## src/rtl/prng_arb_pkg.sv

```systemverilog
`default_nettype none
// ============================================================================
// Module      : prng_arb_pkg
// Description : Shared types, defaults and round-robin pick helper for
//               prng_arbiter (optional stats: PRNG_ARB_STATS_EN).
// Revision    : 1.0 - initial release
// ============================================================================
package prng_arb_pkg;

    localparam int DEF_NUM_REQ = 4;
    localparam int DEF_DATA_W  = 4;
`ifdef PRNG_ARB_STATS_EN
    localparam int DEF_CNT_W   = 16;
`endif
    localparam int MAX_REQ     = 16;
    localparam int MAX_ID_W    = 4;

    typedef enum logic [0:0] {
        ARB   = 1'b0,
        GRANT = 1'b1
    } arb_state_e;

    // First set bit of req at or above ptr, wrapping at n-1; 0 when none set.
    function automatic int unsigned rr_pick(input logic [MAX_REQ-1:0] req,
                                            input int unsigned        ptr,
                                            input int unsigned        n);
        int unsigned k;
        int unsigned win;
        logic        found;
        win   = 0;
        found = 1'b0;
        for (int unsigned i = 0; i < MAX_REQ; i++) begin
            k = ptr + i;
            if (k >= n) k = k - n;
            if (i < n && k < n && !found && req[k[MAX_ID_W-1:0]]) begin
                win   = k;
                found = 1'b1;
            end
        end
        return win;
    endfunction

endpackage
`default_nettype wire

```

## src/rtl/prng_arbiter_if.sv

```systemverilog
`default_nettype none
// ============================================================================
// Module      : prng_arbiter_if
// Description : PRNG-side and consumer-side stream signals of prng_arbiter
//               (stats signals present with PRNG_ARB_STATS_EN).
// Revision    : 1.0 - initial release
// ============================================================================
interface prng_arbiter_if #(
    parameter int NUM_REQ = 4,
    parameter int DATA_W  = 4,
    parameter int ID_W    = $clog2(NUM_REQ)
`ifdef PRNG_ARB_STATS_EN
    ,
    parameter int CNT_W   = 16
`endif
);
    logic                prng_valid;
    logic [DATA_W-1:0]   prng_data;
    logic                prng_next;
    logic [NUM_REQ-1:0]  req_ready;
    logic [NUM_REQ-1:0]  req_valid;
    logic [DATA_W-1:0]   req_data;
    logic [ID_W-1:0]     grant_id;
    logic                busy;
`ifdef PRNG_ARB_STATS_EN
    logic                           stats_clear;
    logic [NUM_REQ-1:0][CNT_W-1:0]  grant_count;
`endif

    modport master (
        input  prng_valid, prng_data, req_ready,
`ifdef PRNG_ARB_STATS_EN
        input  stats_clear,
        output grant_count,
`endif
        output prng_next, req_valid, req_data, grant_id, busy
    );

    modport slave (
        output prng_valid, prng_data, req_ready,
`ifdef PRNG_ARB_STATS_EN
        output stats_clear,
        input  grant_count,
`endif
        input  prng_next, req_valid, req_data, grant_id, busy
    );

endinterface
`default_nettype wire

```

## src/rtl/rr_priority_pick.sv

```systemverilog
`default_nettype none
// ============================================================================
// Module      : rr_priority_pick
// Description : Combinational round-robin priority encoder: first request at
//               or above i_ptr, wrapping at NUM_REQ-1.
// Revision    : 1.0 - initial release
// ============================================================================
module rr_priority_pick
    import prng_arb_pkg::*;
#(
    parameter int NUM_REQ = DEF_NUM_REQ,
    parameter int ID_W    = $clog2(NUM_REQ)
) (
    input  wire logic [NUM_REQ-1:0] i_req,
    input  wire logic [ID_W-1:0]    i_ptr,
    output logic                    o_any,
    output logic [ID_W-1:0]         o_idx
);

    assign o_any = |i_req;
    assign o_idx = ID_W'(rr_pick(MAX_REQ'(i_req), 32'(i_ptr), NUM_REQ));

endmodule
`default_nettype wire

```

## src/rtl/prng_arbiter.sv

```systemverilog
`default_nettype none
// ============================================================================
// Module      : prng_arbiter
// Description : Round-robin sharing of one PRNG stream among NUM_REQ
//               consumers, one number per grant. Define PRNG_ARB_STATS_EN for
//               saturating per-consumer grant counters.
// Revision    : 1.0 - initial release
// ============================================================================
module prng_arbiter
    import prng_arb_pkg::*;
#(
    parameter int NUM_REQ = DEF_NUM_REQ,
    parameter int DATA_W  = DEF_DATA_W,
    parameter int ID_W    = $clog2(NUM_REQ)
`ifdef PRNG_ARB_STATS_EN
    ,
    parameter int CNT_W   = DEF_CNT_W
`endif
) (
    input  wire logic      clk,
    input  wire logic      resetn,
    prng_arbiter_if.master bus
);

    arb_state_e          r_state;
    arb_state_e          w_next_state;
    logic [ID_W-1:0]     r_rr_ptr;
    logic [ID_W-1:0]     r_grant_id;
    logic [DATA_W-1:0]   r_req_data;
    logic                w_pick_any;
    logic [ID_W-1:0]     w_pick_idx;
    logic                w_ready_gid;
    logic                w_handshake;
    logic                w_prng_next;
    logic [NUM_REQ-1:0]  w_req_valid;

    rr_priority_pick #(
        .NUM_REQ (NUM_REQ),
        .ID_W    (ID_W)
    ) u_pick (
        .i_req   (bus.req_ready),
        .i_ptr   (r_rr_ptr),
        .o_any   (w_pick_any),
        .o_idx   (w_pick_idx)
    );

    assign w_ready_gid = bus.req_ready[r_grant_id];
    assign w_handshake = (r_state == GRANT) && bus.prng_valid && w_ready_gid;

    always_ff @(posedge clk or negedge resetn) begin
        if (!resetn) begin
            r_state <= ARB;
        end else begin
            r_state <= w_next_state;
        end
    end

    // GRANT is a pure pass-through; it ends on either a transfer or abandonment.
    always_comb begin
        w_next_state = r_state;
        w_prng_next  = 1'b0;
        w_req_valid  = '0;
        case (r_state)
            ARB: begin
                if (w_pick_any) w_next_state = GRANT;
            end
            GRANT: begin
                w_prng_next             = w_ready_gid;
                w_req_valid[r_grant_id] = bus.prng_valid;
                if (!w_ready_gid || bus.prng_valid) w_next_state = ARB;
            end
            default: w_next_state = ARB;
        endcase
    end

    always_ff @(posedge clk or negedge resetn) begin
        if (!resetn) begin
            r_grant_id <= '0;
            r_rr_ptr   <= '0;
            r_req_data <= '0;
        end else begin
            if (r_state == ARB && w_pick_any) r_grant_id <= w_pick_idx;
            if (r_state == GRANT)             r_req_data <= bus.prng_data;
            // Abandoned grants leave the pointer alone so the same consumer keeps priority.
            if (w_handshake) begin
                r_rr_ptr <= (r_grant_id == ID_W'(NUM_REQ - 1)) ? '0 : r_grant_id + 1'b1;
            end
        end
    end

    assign bus.prng_next = w_prng_next;
    assign bus.req_valid = w_req_valid;
    assign bus.req_data  = (r_state == GRANT) ? bus.prng_data : r_req_data;
    assign bus.grant_id  = r_grant_id;
    assign bus.busy      = (r_state == GRANT);

`ifdef PRNG_ARB_STATS_EN
    logic [NUM_REQ-1:0][CNT_W-1:0] r_grant_count;

    always_ff @(posedge clk or negedge resetn) begin
        if (!resetn) begin
            r_grant_count <= '0;
        end else if (bus.stats_clear) begin
            r_grant_count <= '0;
        end else begin
            for (int i = 0; i < NUM_REQ; i++) begin
                if (w_handshake && r_grant_id == ID_W'(i) &&
                    r_grant_count[i] != {CNT_W{1'b1}}) begin
                    r_grant_count[i] <= r_grant_count[i] + 1'b1;
                end
            end
        end
    end

    assign bus.grant_count = r_grant_count;
`endif

endmodule
`default_nettype wire

```

## src/flat_wrapper.sv

```systemverilog
// flat-port wrapper written by rule: the top's interface ports become plain ports
module prng_arbiter_flat import prng_arb_pkg::*;
#(
    parameter int NUM_REQ = DEF_NUM_REQ,
    parameter int DATA_W  = DEF_DATA_W,
    parameter int ID_W    = $clog2(NUM_REQ)

)
  (clk, resetn, bus_prng_valid, bus_prng_data, bus_req_ready, bus_prng_next, bus_req_valid, bus_req_data, bus_grant_id, bus_busy);
  prng_arbiter_if #(.NUM_REQ(NUM_REQ), .DATA_W(DATA_W), .ID_W(ID_W)) bus_i ();
  input  wire logic clk;
  input  wire logic resetn;
  input wire logic [$bits(bus_i.prng_valid)-1:0] bus_prng_valid;
  input wire logic [$bits(bus_i.prng_data)-1:0] bus_prng_data;
  input wire logic [$bits(bus_i.req_ready)-1:0] bus_req_ready;
  output wire logic [$bits(bus_i.prng_next)-1:0] bus_prng_next;
  output wire logic [$bits(bus_i.req_valid)-1:0] bus_req_valid;
  output wire logic [$bits(bus_i.req_data)-1:0] bus_req_data;
  output wire logic [$bits(bus_i.grant_id)-1:0] bus_grant_id;
  output wire logic [$bits(bus_i.busy)-1:0] bus_busy;
  assign bus_i.prng_valid = bus_prng_valid;
  assign bus_i.prng_data = bus_prng_data;
  assign bus_i.req_ready = bus_req_ready;
  assign bus_prng_next = bus_i.prng_next;
  assign bus_req_valid = bus_i.req_valid;
  assign bus_req_data = bus_i.req_data;
  assign bus_grant_id = bus_i.grant_id;
  assign bus_busy = bus_i.busy;
  prng_arbiter #(.NUM_REQ(NUM_REQ), .DATA_W(DATA_W), .ID_W(ID_W)) u_core (.clk(clk), .resetn(resetn), .bus(bus_i));
endmodule
```

## config.mk

```make
export PLATFORM = sky130hd
export DESIGN_NAME = prng_arbiter_flat
export DESIGN_NICKNAME = d
export VERILOG_FILES = /design/src/rtl/prng_arb_pkg.sv /design/src/rtl/prng_arbiter_if.sv /design/src/rtl/rr_priority_pick.sv /design/src/rtl/prng_arbiter.sv /design/src/flat_wrapper.sv
export SDC_FILE = /design/constraint.sdc
export NUM_CORES = 1
export LEC_CHECK = 0
export ABC_AREA = 1
export BUFFER_PORTS_ARGS = -buffer_cell sky130_fd_sc_hd__buf_4
export CORE_MARGIN = 4
export CORE_UTILIZATION = 40
export CTS_CLUSTER_SIZE = 20
export DETAILED_ROUTE_END_ITERATION = 8
export GPL_TIMING_DRIVEN = 0
export PLACE_DENSITY = 0.7
export SYNTH_ARGS = -nofsm -noshare
export SYNTH_HDL_FRONTEND = slang
export SYNTH_SLANG_ARGS = --single-unit
```

## constraint.sdc

```tcl
create_clock -name clk -period 1.7 [get_ports clk]
set_input_delay 0.17 -clock clk [delete_from_list [all_inputs] [get_ports clk]]
set_output_delay 0.17 -clock clk [all_outputs]
set_load 0.02 [all_outputs]
```

Word level (Yosys, flattened, before mapping)
Cells that the tools add are included.
{"block": "classes", "add_sub_neg": 8, "magnitude_cmp": 14, "n_eq_ne": 1, "mux": 30, "bitwise": 2, "reduce_logical": 17}
{"cell": "32-bit by 3-bit < comparator with 1-bit output (second input constant)", "count": 4}
{"cell": "32-bit two-way mux", "count": 4}
{"cell": "4-bit by 5-bit < comparator with 1-bit output (second input constant)", "count": 4}
{"cell": "1-bit binary-select mux with 4-bit select", "count": 4}
{"cell": "1-bit two-way mux", "count": 12}
{"cell": "3-bit by 3-bit subtractor with 4-bit output (second input constant)", "count": 3}
{"cell": "1-bit logical AND", "count": 11}
{"cell": "2-bit two-way mux", "count": 5}
{"cell": "3-bit greater-or-equal comparator (second input constant)", "count": 3}
{"cell": "4-bit two-way mux", "count": 2}
{"cell": "2-bit by 2-bit adder with 3-bit output (second input constant)", "count": 2}
{"cell": "4-bit bitwise AND", "count": 1}
{"cell": "1-bit logical NOT", "count": 4}
{"cell": "4-bit OR reduction", "count": 1}
{"cell": "2-bit by 3-bit subtractor with 4-bit output (second input constant)", "count": 1}
{"cell": "2-bit by 1-bit adder with 3-bit output (second input constant)", "count": 1}
{"cell": "2-bit by 3-bit greater-or-equal comparator with 1-bit output (second input constant)", "count": 1}
{"cell": "2-bit by 3-bit < comparator with 1-bit output (second input constant)", "count": 1}
{"cell": "2-bit by 1-bit adder with 2-bit output (second input constant)", "count": 1}
{"cell": "1-bit binary-select mux with 2-bit select", "count": 1}
{"cell": "1-bit demux with 2-bit select", "count": 1}
{"cell": "2-bit == test (second input constant)", "count": 1}
{"cell": "2-bit by 1-bit greater-or-equal comparator with 1-bit output (second input constant)", "count": 1}
{"cell": "1-bit one-hot mux with 2 select lines", "count": 1}
{"cell": "other kinds (2)", "count": 2}
{"block": "totals", "register_bits": 9, "inputBits": 11, "out_inout_bits": 12, "wordCells": 76}

Longest topological paths before layout
Gate-level depths: netlist of run 1.
{"block": "depth", "depth_word": 18, "mapped_depth": 11}

By module
A second synthesis of run 1 with hierarchy kept.
{"block": "unflattened", "cells_unflattened": 119, "hier_area_um2": 840.8}
{"mod": "prng_arbiter", "instances": 1, "cells_per_inst": 62, "area_each_um2": 514.2, "seq_area_each_um2": 225.2}
{"mod": "rr_priority_pick", "instances": 1, "cells_per_inst": 57, "area_each_um2": 326.6, "seq_area_each_um2": 0.0}

Worst setup path after synthesis of run 1
Ideal clock, no wire load.
{"block": "synth_timing", "kind": "reg2reg", "startpoint": "register u_core.r_rr_ptr[0]", "endpoint": "register u_core.r_grant_id[1] (netlist: u_core.bus.grant_id[1])", "setup_ns": 0.117, "arrival_time_ns": 1.471, "path_slack_ns": 0.112, "path_stages_with_launch": 11, "n_path_buf": 0, "period_less_slack_ns": 1.588, "cell_sequence": "dfrtp_1 > inv_2 > ha_1 > nand3_1 > nand2_2 > a21oi_2 > nand3_1 > nand2_1 > inv_1 > nand2_1 > nand2_1"}
{"block": "synth_between", "elab_chain_len": 18}
{"element": "start, declared", "line_no": "prng_arbiter.sv:27", "rtl": "logic [ID_W-1:0] r_rr_ptr;"}
{"element": "start signal, assigned", "line_no": "prng_arbiter.sv:86", "rtl": "r_rr_ptr <= (r_grant_id == ID_W'(NUM_REQ - 1)) ? '0 : r_grant_id + 1'b1;"}
{"element": "branches (longest 17 deep; another with 32-bit by 3-bit < comparator with 1-bit output)"}
{"element": "2-bit two-way mux *", "line_no": "prng_arb_pkg.sv:35", "rtl": "if (i < n && k < n && !found && req[k[MAX_ID_W-1:0]]) begin"}
{"element": "end signal, assigned", "line_no": "prng_arbiter.sv:82", "rtl": "if (r_state == ARB && w_pick_any) r_grant_id <= w_pick_idx;"}
{"element": "end, declared", "line_no": "prng_arbiter.sv:28", "rtl": "logic [ID_W-1:0] r_grant_id;"}
Mark *: on every way between the ends. The select of a mux whose other input is x is not followed.
A chain may end at the register's enable or synchronous reset.

Final worst setup path of run 1
{"block": "layout_timing", "startpoint": "register u_core.r_grant_id[1] (netlist: u_core.bus.grant_id[1])", "endpoint": "output port bus_prng_next"}
{"block": "layout_between", "elab_chain_len": 3}
{"element": "1-bit binary-select mux with 2-bit select", "line_no": "prng_arbiter.sv:47", "rtl": "assign w_ready_gid = bus.req_ready[r_grant_id];"}
{"element": "1-bit two-way mux (implied by the code)", "line_no": "prng_arbiter.sv:47"}
{"element": "1-bit two-way mux", "line_no": "prng_arbiter.sv:63", "rtl": "case (r_state)"}
{"element": "end, declared", "line_no": "flat_wrapper.sv:16", "rtl": "output wire logic [$bits(bus_i.prng_next)-1:0] bus_prng_next;"}
Every way passes these cells. The select of a mux whose other input is x is not followed.

==> flow_metrics.tcl, run 1 <==
set metrics [dict create \
    dieArea_um2 2600 \
    clkTransAtPathRegs_ps 60 \
    synthFlopType "dfrtp_1" \
    syn-num-nets 131 \
    ant_nets 0 \
    drc 0 \
    crit_required_ps 1530 \
    clock-skew-final_ps 6.15 \
    dp_slack_ps -64.5 \
    synth_edf_count 0 \
    critical_path_class "flop to primary output" \
    cp_max_fo 6 \
    die_h_um 51.0 \
    critPathArrivalTime_ps 1430 \
    ys_seq_elements 9 \
    grtUsageTotal_pct 15.0 \
    synth_top_area_share_pct 30.5 \
    fmaxAchievable_mhz 623 \
    multiInputGateArea_um2 450 \
    yosysTopAreaCell "dfrtp_1" \
    first_pass_iters 4 \
    min_delay_worst_endpoint "u_core.r_req_data[0]" \
    rr_endpoint "u_core.bus.grant_id[1]" \
    cts_buffers 3 \
    status "finished, final reports clean" \
    antenna_found_initial 0 \
    cp-start-kind "flop" \
    fin_area_um2 1000 \
    synth_area_leaders "dfrtp_1 (31%), nand2_1 (19%), ha_1 (15%)" \
    async_flop_share_pct 100 \
    relSlewSlack_pct 81.6 \
    hp-class "input pin to flop" \
    coreArea_um2 1750 \
    endpoint_kind "primary output" \
    grt_pass1_vias 762 \
    cts_sinks 9 \
    whs_ps 133 \
    io_buffer_count 22 \
    timing.final.ws_setup_ps 95.4 \
    cap_violations 0 \
    viasPerCell 4.60 \
    cts_tree "done" \
    drt-initial-drc-count 12 \
    r2r_slack_ps 140 \
    worstSkewPairLatency_ps 260 \
    ys_seq_area_share_pct 30.5 \
    synth_warnings 0 \
    synthToLayoutAreaGrowth_pct 36.1 \
    worstHoldPathCells 3 \
    start_util_pct 42.3 \
    vias 759 \
    die_w_um 51.0 \
    synth_most_common_cell "nand2_1" \
    leakage_nw 0.569 \
    grt_max_degree 10 \
    wl_per_cell_um 10.4 \
    tightest_slew_ps 273 \
    row_count 15 \
    finalPower_w 0.00198 \
    grt_pass1_wl_um 3040 \
    layout-drive-gt1-share_pct 27.1 \
    syn_area_per_cell_um2 6.65 \
    cts_root_buffer "clkbuf_4" \
    power_density_nw_per_um2 1970 \
    peakVddDrop_mv 0.892 \
    n_antenna_cell 0 \
    period_needed_ps 1600 \
    dp_hpwl_um 1430 \
    r2r_start "u_core.r_rr_ptr[0]" \
    drv_slew 0 \
    seq_area_um2 229 \
    ios 23 \
    drt_wl_total_um 1720 \
    ff2ff_path_depth 10 \
    min_from "bus_prng_data[0]" \
    clk_path_buf_depth 2 \
    hold_viol_final 0 \
    syn_inst 111 \
    grt_setup_unrepaired "true" \
    place.gp.congestion 0.763 \
    dpl_cell_area_um2 935 \
    h-tree-depth 1 \
    synth_common_cells "nand2_1 (37), inv_1 (19), nand3_1 (11)" \
    synth.distinct_cells 14 \
    syn_area_um2 738 \
    setup_viol 0 \
    nNetsFinal 161 \
    fillers 185 \
    grt_overflow_total 0 \
    final.setup.tns_ps 0 \
    timing.final.crit_share_pct 94.4 \
]
==> how the worst max path moves through the flow <==
| stage | from | to | slack (ps) | cells past startpoint |
|---|---|---|---|---|
| detailed placement | u_core.r_rr_ptr[0] | u_core.bus.grant_id[1] | -60 | 10 |
| floorplan | u_core.r_rr_ptr[0] | u_core.bus.grant_id[1] | 110 | 10 |
| CTS | u_core.bus.grant_id[0] | bus_prng_next | 9 | 5 |
| finish | u_core.bus.grant_id[1] | bus_prng_next | 100 | 5 |
| global placement | u_core.r_rr_ptr[0] | u_core.bus.grant_id[1] | -50 | 10 |
| global route | u_core.bus.grant_id[0] | bus_prng_next | -50 | 5 |
==> registers in the layout, indices dropped and copies added, names as in the netlist <==
register	flops
u_core.r_rr_ptr	2
u_core.bus.grant_id	2
u_core.r_req_data	4
u_core.bus.busy	1
==> worst max-delay path, cell delays in order, from the launching register on <==
cell and delay (ps):
dfrtp_1 460, inv_1 110, a21oi_1 110, o21ai_0 120
a21oi_1 200, buf_4 180
==> where the power goes <==
| part | switching [W] | internal [W] |
|---|---|---|
| combinational | 0.000819 | 0.000542 |
| sequential | 0.000127 | 0.000331 |
| clock | 0.0000698 | 0.0000901 |
| total | 0.00102 | 0.000963 |
==> layout make-up <==
cell class	count	share of cell area, %
Tap cell	25	3.11
Clock buffer	4	2.62
Multi-Input combinational cell	82	44.8
Sequential cell	9	22.8
Inverter	20	7.72
Timing Repair Buffer	25	18.9
==> what timing repair did <==
action,in CTS,in global routing
gates resized for setup,2,4
buffers inserted,0,2
hold buffers,1,0
pin swaps,0,0
setup endpoints to repair,2,3
hold endpoints to repair,9,0
==> routing by layer <==
metal	global-route usage [%]	wire length (um)	up-vias	share of wire (%)
met2	26.8	873	18	51
met5	0	0	-	0
met1	18.2	747	335	44
met3	1.75	71	3	4.1
met4	5.38	25	0	1.5
li1	-	-	403	-
==> kinds of logic (layout without fill, tap and decap cells) <==
family / Yosys count / count (layout) / synth area share (%)
adder cells (fa/ha/maj): 9 / 9 / 15.3
AND/OR/NAND/NOR: 60 / 60 / 34.1
AO/OA/AOI/OAI: 13 / 13 / 10.0
flip-flops: 9 / 9 / 30.5
buffers and inverters: 20 / 49 / 10.2
==> stage by stage <==
step                      cells  util [%]
after detailed placement    158      53.5
final                       165      57.6
after global placement      158      53.5
after global routing        165      57.6
after floorplan             111         -
after CTS                   163      55.8
==> cells in the final DEF (no fill, tap or decap), drive strengths merged <==
master        n
a41oi         1
nand3        11
inv          20
clkbuf        4
ha            9
a21oi         5
nor2          7
nand2        41
nand4         1
a31oi         1
dlygate4sd3   1
o21ai         6
buf          24
dfrtp         9
No activity file was read; power rests on OpenSTA's default activity.
==> inputs of run 2 (changes only) <==
--- a/config.mk
+++ b/config.mk
@@ -7,7 +7,7 @@
 export LEC_CHECK = 0
 export ABC_AREA = 1
 export BUFFER_PORTS_ARGS = -buffer_cell sky130_fd_sc_hd__buf_4
-export CORE_MARGIN = 4
+export CORE_MARGIN = 1
 export CORE_UTILIZATION = 40
 export CTS_CLUSTER_SIZE = 20
 export DETAILED_ROUTE_END_ITERATION = 8
==> flow_metrics.tcl, run 2 (synthesis gave the netlist of run 1 again) <==
set metrics [dict create \
    antenna_found_initial 0 \
    grt_setup_unrepaired "false" \
    dieArea_um2 2020 \
    io_buffer_count 22 \
    first_pass_iters 4 \
    crit_path_cell_trace "inv_2, ha_4, inv_1, nand2_2, nand2_2, a21oi_2, nand3_1, nand2_1, inv_1, nand2_1, nand2_1" \
    cts_tree "done" \
    critical_path_class "flop to flop" \
    period_needed_ps 1580 \
    crit_top_cell "nand2_1" \
    critPathArrivalTime_ps 1730 \
    n_antenna_cell 0 \
    layout-drive-gt1-share_pct 29.8 \
    wl_per_cell_um 10.8 \
    vias 771 \
    cap_violations 0 \
    worstSkewPairLatency_ps 260 \
    die_h_um 45.0 \
    coreArea_um2 1730 \
    ant_nets 0 \
    relSlewSlack_pct 78.7 \
    fmaxAchievable_mhz 633 \
    drt_wl_total_um 1790 \
    grt_pass1_wl_um 2880 \
    top_register "u_core.r_req_data" \
    cts_buffers 3 \
    cp_max_fo 7 \
    ios 23 \
    cpPeakStageDelay_ps 430 \
    synthToLayoutAreaGrowth_pct 38.5 \
    status "finished, final reports clean" \
    cts_root_buffer "clkbuf_4" \
    drc 0 \
    peakVddDrop_mv 1.00 \
    start_util_pct 42.8 \
    grt_overflow_total 0 \
    dp_hpwl_um 1350 \
    tightest_slew_ps 317 \
    viasPerCell 4.64 \
    critPathTopFamily "flip-flops" \
    h-tree-depth 1 \
    row_count 15 \
    crit_required_ps 1850 \
    final_cell_mix "nand2_1 (37), buf_4 (25), inv_1 (18)" \
    drt-initial-drc-count 5 \
    slowest_stage "dfrtp_2" \
    worstPathBufferInverterCount 3 \
    whs_ps 107 \
    clk_path_buf_depth 2 \
    place.gp.congestion 0.909 \
    clock-skew-final_ps 6.48 \
    cp-start-kind "flop" \
    setup_viol 0 \
    die_w_um 45.0 \
    cts_sinks 9 \
    leakage_nw 0.575 \
    hp-class "input pin to flop" \
    timing.final.crit_share_pct 93.0 \
    final_common_cell "nand2_1" \
    grtUsageTotal_pct 19.5 \
    power_density_nw_per_um2 2010 \
    largest_register_ffs 4 \
    dp_slack_ps -81.0 \
    grt_max_degree 10 \
    timing.final.ws_setup_ps 119 \
    drv_slew 0 \
    endpoint_kind "flop" \
    hold_viol_final 0 \
    nNetsFinal 162 \
    clkTransAtPathRegs_ps 70 \
    grt_pass1_vias 736 \
]
## run 2: cell type report
type | count | area (um^2)
Fill cell | 174 | 704
Multi-Input combinational cell | 82 | 459
Sequential cell | 9 | 230
Timing Repair Buffer | 26 | 198
Inverter | 20 | 77.6
Tap cell | 25 | 31.3
Clock buffer | 4 | 26.3
## run 2: per-stage QoR
stage	instance area [um^2]	setup TNS (ps)	total power [W]	utilization [%]	std cells
global placement	935	-135	0.00170	54.1	158
finish	1020	0	0.00205	59.2	166
CTS	975	0	0.00192	56.4	163
global route	1020	0	0.00225	59.2	166
floorplan	738	0	0.00134	-	111
detailed placement	935	-111	0.00173	54.1	158
## run 2: repair_timing
action	CTS	global route
cloned	0	0
endpoints found under the hold margin	9	0
hold buffers	1	0
gates resized for setup	3	6
buffers inserted	0	3
setup endpoints to repair	3	3
## run 2: layer usage
| metal | track usage (%) | part of all wire, % | vias up |
|---|---|---|---|
| met2 | 37.1 | 52 | 17 |
| met5 | 0 | 0 | - |
| met3 | 1.20 | 2.7 | 0 |
| li1 | - | - | 410 |
| met4 | 9.09 | 0 | 0 |
| met1 | 21.9 | 45 | 344 |
## run 2: power breakdown
group | switching (W) | leakage, nW | internal, W
sequential | 0.000122 | 0.105 | 0.000333
clock | 0.0000780 | 0.0150 | 0.0000905
combinational | 0.000853 | 0.456 | 0.000573
## run 2: final timing paths
| check | from | to | slack (ps) | depth (start not counted) |
|---|---|---|---|---|
| setup reg to reg | u_core.r_rr_ptr[1] | u_core.bus.grant_id[1] | 120 | 11 |
| hold reg to reg | u_core.r_req_data[0] | u_core.r_req_data[0] | 470 | 2 |
| max in group asynchronous | resetn | u_core.bus.grant_id[0] | 1290 | 2 |
| min in group asynchronous | resetn | u_core.r_rr_ptr[1] | 260 | 2 |
| setup / recovery | u_core.r_rr_ptr[1] | u_core.bus.grant_id[1] | 120 | 11 |
| hold / removal | bus_prng_valid | u_core.bus.busy | 110 | 2 |
